$ cat src/rtl/usb_defs_pkg.sv
// usb_defs_pkg: USB bulk packet sizes and packetiser state encoding
package usb_defs_pkg;
  localparam int USB_FS_MAX_BULK = 64;
  localparam int USB_HS_MAX_BULK = 512;
  typedef enum logic {ST_XFER = 1'b0, ST_ZLP = 1'b1} state_t;
endpackage

$ cat src/rtl/axis_usb_packetiser_if.sv
// axis_usb_packetiser_if: byte-wide AXI-Stream link with keep and last
interface axis_usb_packetiser_if #(parameter int WIDTH = 8);
  logic             tvalid;
  logic             tready;
  logic             tlast;
  logic             tkeep;
  logic [WIDTH-1:0] tdata;
  modport master(output tvalid, tlast, tkeep, tdata, input tready);
  modport slave(input tvalid, tlast, tkeep, tdata, output tready);
endinterface

$ cat src/rtl/axis_skid_register.sv
// axis_skid_register: 2-entry register slice with registered upstream ready
module axis_skid_register #(
  parameter int W = 10
) (
  input  logic         clock,
  input  logic         reset_n,
  input  logic         in_valid,
  output logic         in_ready,
  input  logic [W-1:0] in_data,
  output logic         out_valid,
  input  logic         out_ready,
  output logic [W-1:0] out_data
);
  logic         skid_valid, skid_valid_n, load, accept;
  logic [W-1:0] skid_data;
  assign load   = !out_valid || out_ready;
  assign accept = in_valid && in_ready;
  always_comb skid_valid_n = load ? 1'b0 : (skid_valid || accept);
  always_ff @(posedge clock) begin
    if (!reset_n) begin
      out_valid  <= 1'b0;
      out_data   <= '0;
      skid_valid <= 1'b0;
      skid_data  <= '0;
      in_ready   <= 1'b0;
    end else begin
      skid_valid <= skid_valid_n;
      in_ready   <= !skid_valid_n;
      if (load) begin
        out_valid <= skid_valid || accept;
        if (skid_valid) out_data <= skid_data;
        else if (accept) out_data <= in_data;
      end else if (accept) begin
        skid_data <= in_data;
      end
    end
  end
endmodule

$ cat src/rtl/axis_usb_packetiser.sv
// axis_usb_packetiser: cuts AXI-Stream frames into USB bulk-IN packets, adding a ZLP
module axis_usb_packetiser
  import usb_defs_pkg::*;
#(
  parameter int WIDTH   = 8,
  parameter int MAX_PKT = USB_HS_MAX_BULK,
  parameter int ZLP_EN  = 1
) (
  input logic                  clock,
  input logic                  reset_n,
  axis_usb_packetiser_if.slave  s,
  axis_usb_packetiser_if.master m
);
  localparam int CW = $clog2(MAX_PKT);
  state_t           state, state_n;
  logic [CW-1:0]    count, count_n;
  logic             zlp_loaded, zlp_loaded_n;
  logic             in_valid, in_ready, out_valid, pkt_end, full_pkt;
  logic [WIDTH+1:0] in_data, out_data;
  assign full_pkt = count == CW'(MAX_PKT - 1);
  assign pkt_end  = s.tlast || full_pkt;
  assign s.tready = state == ST_XFER && in_ready;
  // In ZLP the slice input carries the single zero-length beat, queued behind the final data beat
  always_comb begin
    in_valid     = state == ST_XFER ? s.tvalid : !zlp_loaded;
    in_data      = state == ST_XFER ? {1'b1, pkt_end, s.tdata} : {2'b01, {WIDTH{1'b0}}};
    state_n      = state;
    count_n      = count;
    zlp_loaded_n = zlp_loaded;
    if (state == ST_XFER && s.tvalid && s.tready) begin
      count_n = pkt_end ? '0 : count + 1'b1;
      if (s.tlast && full_pkt && ZLP_EN != 0) state_n = ST_ZLP;
    end
    if (state == ST_ZLP) begin
      if (in_valid && in_ready) zlp_loaded_n = 1'b1;
      if (zlp_loaded && out_valid && m.tready && !out_data[WIDTH+1]) begin
        state_n      = ST_XFER;
        zlp_loaded_n = 1'b0;
      end
    end
  end
  always_ff @(posedge clock) begin
    if (!reset_n) begin
      state      <= ST_XFER;
      count      <= '0;
      zlp_loaded <= 1'b0;
    end else begin
      state      <= state_n;
      count      <= count_n;
      zlp_loaded <= zlp_loaded_n;
    end
  end
  axis_skid_register #(.W(WIDTH + 2)) u_skid (
    .clock    (clock),
    .reset_n  (reset_n),
    .in_valid (in_valid),
    .in_ready (in_ready),
    .in_data  (in_data),
    .out_valid(out_valid),
    .out_ready(m.tready),
    .out_data (out_data)
  );
  assign m.tvalid = out_valid;
  assign {m.tkeep, m.tlast, m.tdata} = out_data;
endmodule

$ cat src/flat_wrapper.sv
// flat-port wrapper written by rule: the top's interface ports become plain ports
module axis_usb_packetiser_flat import usb_defs_pkg::*;
#(
  parameter int WIDTH   = 8,
  parameter int MAX_PKT = USB_HS_MAX_BULK,
  parameter int ZLP_EN  = 1
)
  (clock, reset_n, s_tvalid, s_tlast, s_tkeep, s_tdata, s_tready, m_tvalid, m_tlast, m_tkeep, m_tdata, m_tready);
  axis_usb_packetiser_if #(.WIDTH(WIDTH)) s_i ();
  axis_usb_packetiser_if #(.WIDTH(WIDTH)) m_i ();
  input logic clock;
  input logic reset_n;
  input wire logic [$bits(s_i.tvalid)-1:0] s_tvalid;
  input wire logic [$bits(s_i.tlast)-1:0] s_tlast;
  input wire logic [$bits(s_i.tkeep)-1:0] s_tkeep;
  input wire logic [$bits(s_i.tdata)-1:0] s_tdata;
  output wire logic [$bits(s_i.tready)-1:0] s_tready;
  output wire logic [$bits(m_i.tvalid)-1:0] m_tvalid;
  output wire logic [$bits(m_i.tlast)-1:0] m_tlast;
  output wire logic [$bits(m_i.tkeep)-1:0] m_tkeep;
  output wire logic [$bits(m_i.tdata)-1:0] m_tdata;
  input wire logic [$bits(m_i.tready)-1:0] m_tready;
  assign s_i.tvalid = s_tvalid;
  assign s_i.tlast = s_tlast;
  assign s_i.tkeep = s_tkeep;
  assign s_i.tdata = s_tdata;
  assign s_tready = s_i.tready;
  assign m_tvalid = m_i.tvalid;
  assign m_tlast = m_i.tlast;
  assign m_tkeep = m_i.tkeep;
  assign m_tdata = m_i.tdata;
  assign m_i.tready = m_tready;
  axis_usb_packetiser #(.WIDTH(WIDTH), .MAX_PKT(MAX_PKT), .ZLP_EN(ZLP_EN)) u_core (.clock(clock), .reset_n(reset_n), .s(s_i), .m(m_i));
endmodule
$ cat config.mk
export PLATFORM = sky130hd
export DESIGN_NAME = axis_usb_packetiser_flat
export DESIGN_NICKNAME = d
export VERILOG_FILES = /design/src/rtl/usb_defs_pkg.sv /design/src/rtl/axis_usb_packetiser_if.sv /design/src/rtl/axis_skid_register.sv /design/src/rtl/axis_usb_packetiser.sv /design/src/flat_wrapper.sv
export SDC_FILE = /design/constraint.sdc
export NUM_CORES = 1
export LEC_CHECK = 0
export ABC_CLOCK_PERIOD_IN_PS = 3650
export CAP_MARGIN = 25
export CORE_MARGIN = 2
export CORE_UTILIZATION = 55
export CTS_BUF_LIST = sky130_fd_sc_hd__clkbuf_8
export DETAILED_ROUTE_END_ITERATION = 8
export PLACE_DENSITY = 0.82
export SLEW_MARGIN = 20
export SYNTH_ARGS = -nofsm -noshare
export SYNTH_HDL_FRONTEND = slang
export SYNTH_SLANG_ARGS = --single-unit
$ cat constraint.sdc
create_clock -name clock -period 3.65 [get_ports clock]
set_input_delay 0.73 -clock clock [delete_from_list [all_inputs] [get_ports clock]]
set_output_delay 0.73 -clock clock [all_outputs]
set_load 0.05 [all_outputs]
# --- After elaboration in Yosys (flattened, before gate mapping) ---
# Cells that the tools add are included.
totals:
  word_cells: 44
  output_inout_bits: 12
  in_bits: 14
  reg_bits: 34
classes:
  n_addsub: 1
  reduce_logical: 20
  bitwise: 2
  muxes: 12
  n_eq_ne: 1
ops:
  columns: ["operator", "n"]
  rows:
  - ["$mux 10", 3]
  - ["$add 9x1->9 const B", 1]
  - ["$eq 9x9->1 const B", 1]
  - ["$mux 9", 1]
  - ["$logic_and 1x1->1", 8]
  - ["$mux 1", 8]
  - ["$reduce_and 2->1", 3]
  - ["$logic_not 1->1", 4]
  - ["$reduce_bool 2->1", 2]
  - ["$logic_or 1x1->1", 3]
  - ["$not 1->1", 2]

# --- Longest topological paths before layout ---
depth:
  ltp_word: 6
  mapped_depth: 7
  ltp_nobuf: 7

# --- Cells and area by module ---
# A second synthesis with hierarchy kept.
hier_totals:
  hier_cells: 169
  hier_area_um2: 1572.8
by_module_without_submodules:
  columns: ["mod", "area_each_um2", "instances", "cells_each", "seq_area_each_um2"]
  rows:
  - ["axis_skid_register", 970.9, 1, 99, 460.4]
  - ["axis_usb_packetiser", 601.8, 1, 70, 220.2]

# --- Worst setup path before layout ---
# Ideal clock, no wire load.
synth_timing:
  path_kind: "reg2out"
  start: "register u_core.state"
  end: "output port s_tready"
  t_required_ps: 2920
  setup_slack_ps: 1619
  stages_incl_launch_ff: 4
  arrival_time_ps: 1301
  path_buffers: 2
  path_cell_list: "dfxtp_1 > buf_4 > buf_2 > nor2b_1"
synth_between:
  elab_chain_cells: 2
synth_rtl:
  columns: ["item", "line_no", "rtl"]
  rows:
  - ["start: declaration", "axis_usb_packetiser.sv:15", "state_t state, state_n;"]
  - ["start signal: assignment", "axis_usb_packetiser.sv:48", "state <= state_n;"]
  - ["$not 1->1", "axis_usb_packetiser.sv:22", "assign s.tready = state == ST_XFER && in_ready;"]
  - ["$logic_and 1x1->1", "axis_usb_packetiser.sv:22", null]
  - ["end: declaration", "flat_wrapper.sv:17", "output wire logic [$bits(s_i.tready)-1:0] s_tready;"]
# Every way passes these cells.

# --- Final worst setup path ---
# Same ends and word-level chain as after synthesis.

==> flow_summary.yaml <==
power:
  pwr-share-seq: 0.467
  comb_power_share: 0.123
  cellLeakagePower_nw: 0.7037
  p_switching_mw: 0.2138
  p_total_mw: 0.8350
  switching_share: 0.2560
  p_int_mw: 0.6212
  powerDensity_nw_per_um2: 429.7
  worst_ir_drop_vdd_uv: 479.2
  clockPowerShare: 0.410
logic_synthesis:
  synth_top_cell_area_share: 0.4207
  synthMostInstantiatedCell: "dfxtp_1"
  yosysUniqueCellTypes: 37
  ys_seq_area_frac: 0.4207
  synth_area_leader_cell: "dfxtp_1"
  synth-edff-count: 0
  synth_commonest_cells: "34 x dfxtp_1, 23 x nand2_1, 19 x o21ai_0"
  synthesis.nets: 201
  syn_inst: 185
  synth_flop_cell: "dfxtp_1"
  async_flop_share: 0
  ys_top_cells_by_area: "dfxtp_1 42%, o21ai_0 5.9%, nand2_1 5.3%"
  syn_area_sq_um: 1618
  avgSynthCellArea_sq_um: 8.745
  synth-seq-cells: 34
  ys_warn_count: 0
clock_tree:
  insertion_delay_ns: 0.29
  postCtsSetupBuffers: 0
  hold_buffers: 0
  clkSinkCount: 34
  cts_buffer_depth: 2
  clock-root-buffer: "clkbuf_8"
  clk_pin_slew_ns: 0.07
  htree_levels: 2
  numCtsBuffers: 5
  cts_resized: 0
  cts_tree: "built"
drt:
  vias_per_cell: 5.838
  drt-total-wl_um: 3266
  drtAntennaViolNets: 0
  remaining_drc_errors: 0
  drt-initial-drc-count: 48
  wl_per_cell_um: 13.90
  drt-pass1-iter-count: 4
  vias: 1372
global_route:
  grt_pass1_wl_um: 5637
  grt_overflow: 0
  met1_usage: 0.2682
  grt_use_total: 0.2197
  grtUsageMet2: 0.3523
  grt_start_max_net_pins: 34
  first_global_vias: 1241
  grt.busiest_layer: "met2"
  antenna_found_initial: 0
  use_met3: 0.08482
sta:
  hold_slack_ns: 0.4712
  setup_tns_ns: 0
  slew_viol_final: 0
  finalCritPeriodShare: 0.7041
  layout_min_cycle_time_ns: 2.570
  worst_clock_skew_ns: 0.002090
  fmax_mhz: 389.1
  rsz0062_at_grt: "no"
  worstMarginPinSlew_ns: 0.9485
  maxSlewHeadroom: 0.3677
  setup_viol: 0
  hold_viol: 0
worst_hold_path:
  hold_class: "reg -> reg"
floorplanning:
  rows: 19
  die_x_um: 58.24
  start_util: 0.5816
  die_area_sq_um: 3391
  core_area_sq_um: 2781
  num_io_pins: 26
  dieHeight_um: 58.24
setup_path:
  crit_family: "flip-flops"
  slowest_stage: "dfxtp_1"
  path_class: "reg -> out"
  end_kind: "output pin"
  cpPeakStageDelay_ns: 0.73
  critPathLaunchType: "register"
  cp.required_ns: 2.92
  arrival_ns: 1.84
  path_buf_inv: 1
  path_max_fanout: 20
  path_cells: "nor2b_1 > clkdlybuf4s50_1"
placed_design:
  hpwl_um: 2329
  numPortBuffers: 24
  gp_congestion: 0.7745
cells_and_area:
  layout-drive-gt1-share: 0.1176
  antennaDiodeCount: 0
  syn_to_final_growth_pct: 20.11
  nNetsFinal: 219
run:
  maxCapViolations: 0
outcome:
  outcome: "finished, final reports clean"
[layout make-up]
class,count,area (sq um)
multi-input cells,134,855.8
fillers,226,838.3
flip-flops and latches,34,680.7
repair buffers,25,247.7
clock buffers,5,68.82
clock inverters,3,40.04
well taps,31,38.79
inverters,3,11.26
[routing by layer]
metal,share of wire,routed length [um],vias to the layer above
met4,0.015,48,0
li1,-,-,693
met5,0,0,-
met1,0.43,1389,637
met2,0.51,1650,36
met3,0.054,177,6
[placed cells by master (no fill, tap or decap), drive strengths merged]
master	netlist	routed
nand3b	1	1
xnor2	3	3
o41ai	1	1
clkbuf	5	5
and2b	1	1
o21a	2	2
o31ai	11	11
nor2b	3	3
o2111ai	1	1
inv	3	3
dfxtp	34	34
nor2	10	10
buf	9	1
and3	1	1
o21ai	21	21
or3	1	1
clkinv	0	2
clkdlybuf4s50	0	24
and4b	1	1
nand2b	9	9
nor3	3	3
o211ai	1	1
a21oi	6	6
xor2	3	3
bufinv	0	1
ha	2	2
and3b	1	1
a211oi	1	1
and2	1	1
nor4	1	1
nand3	13	13
nand4	13	13
nand2	23	23
[through the flow]
stage / cell area (sq um) / worst slack (ns) / utilization / instances
final: 1943 / 1.080 / 0.6986 / 235
after global routing: 1943 / 0.9477 / 0.6986 / 235
after CTS: 1943 / 1.080 / 0.6986 / 235
after detailed placement: 1834 / 1.040 / 0.6595 / 227
after global placement: 1834 / 1.139 / 0.6595 / 227
after floorplan: 1618 / 1.619 / - / 185
[state kept, by name, summed over array words and instances (netlist names)]
signal / count
u_core.u_skid.out_data: 10
u_core.zlp_loaded: 1
u_core.u_skid.skid_data: 10
u_core.u_skid.in_ready: 1
u_core.state: 1
u_core.u_skid.out_valid: 1
u_core.u_skid.skid_valid: 1
u_core.count: 9
[final timing paths]
check,startpoint,endpoint,slack (ns),cells past startpoint
hold / removal,u_core.count[8],u_core.count[8],0.47,2
setup reg to reg,u_core.state,u_core.u_skid.skid_data[7],1.60,4
hold reg to reg,u_core.count[8],u_core.count[8],0.47,2
setup / recovery,u_core.state,s_tready,1.08,2
[tightest hold or removal path: stages, from the launching register on]
cell and delay, ns:
dfxtp_1 0.32, nand2_1 0.05, a21oi_1 0.06
[power by group through the flow]
stage,Clock (mW),Sequential (mW),Combinational (mW)
2_1_floorplan,0,0.420,0.0447
3_3_place_gp,0,0.398,0.101
3_5_place_dp,0,0.399,0.103
4_1_cts,0.348,0.390,0.103
5_1_grt,0.365,0.392,0.110
6_report,0.342,0.390,0.103
[cell families after synthesis]
| kind of cell | count (synthesis) | synth area share |
|---|---|---|
| AOI/OAI and AO/OA | 44 | 0.2080 |
| buffers and inverters | 17 | 0.05027 |
| xor gates and xnor gates | 6 | 0.03249 |
| adders and majority gates | 2 | 0.01547 |
| DFF | 34 | 0.4207 |
| and+or+nand+nor | 82 | 0.2730 |
No activity file was read; power rests on OpenSTA's default activity.
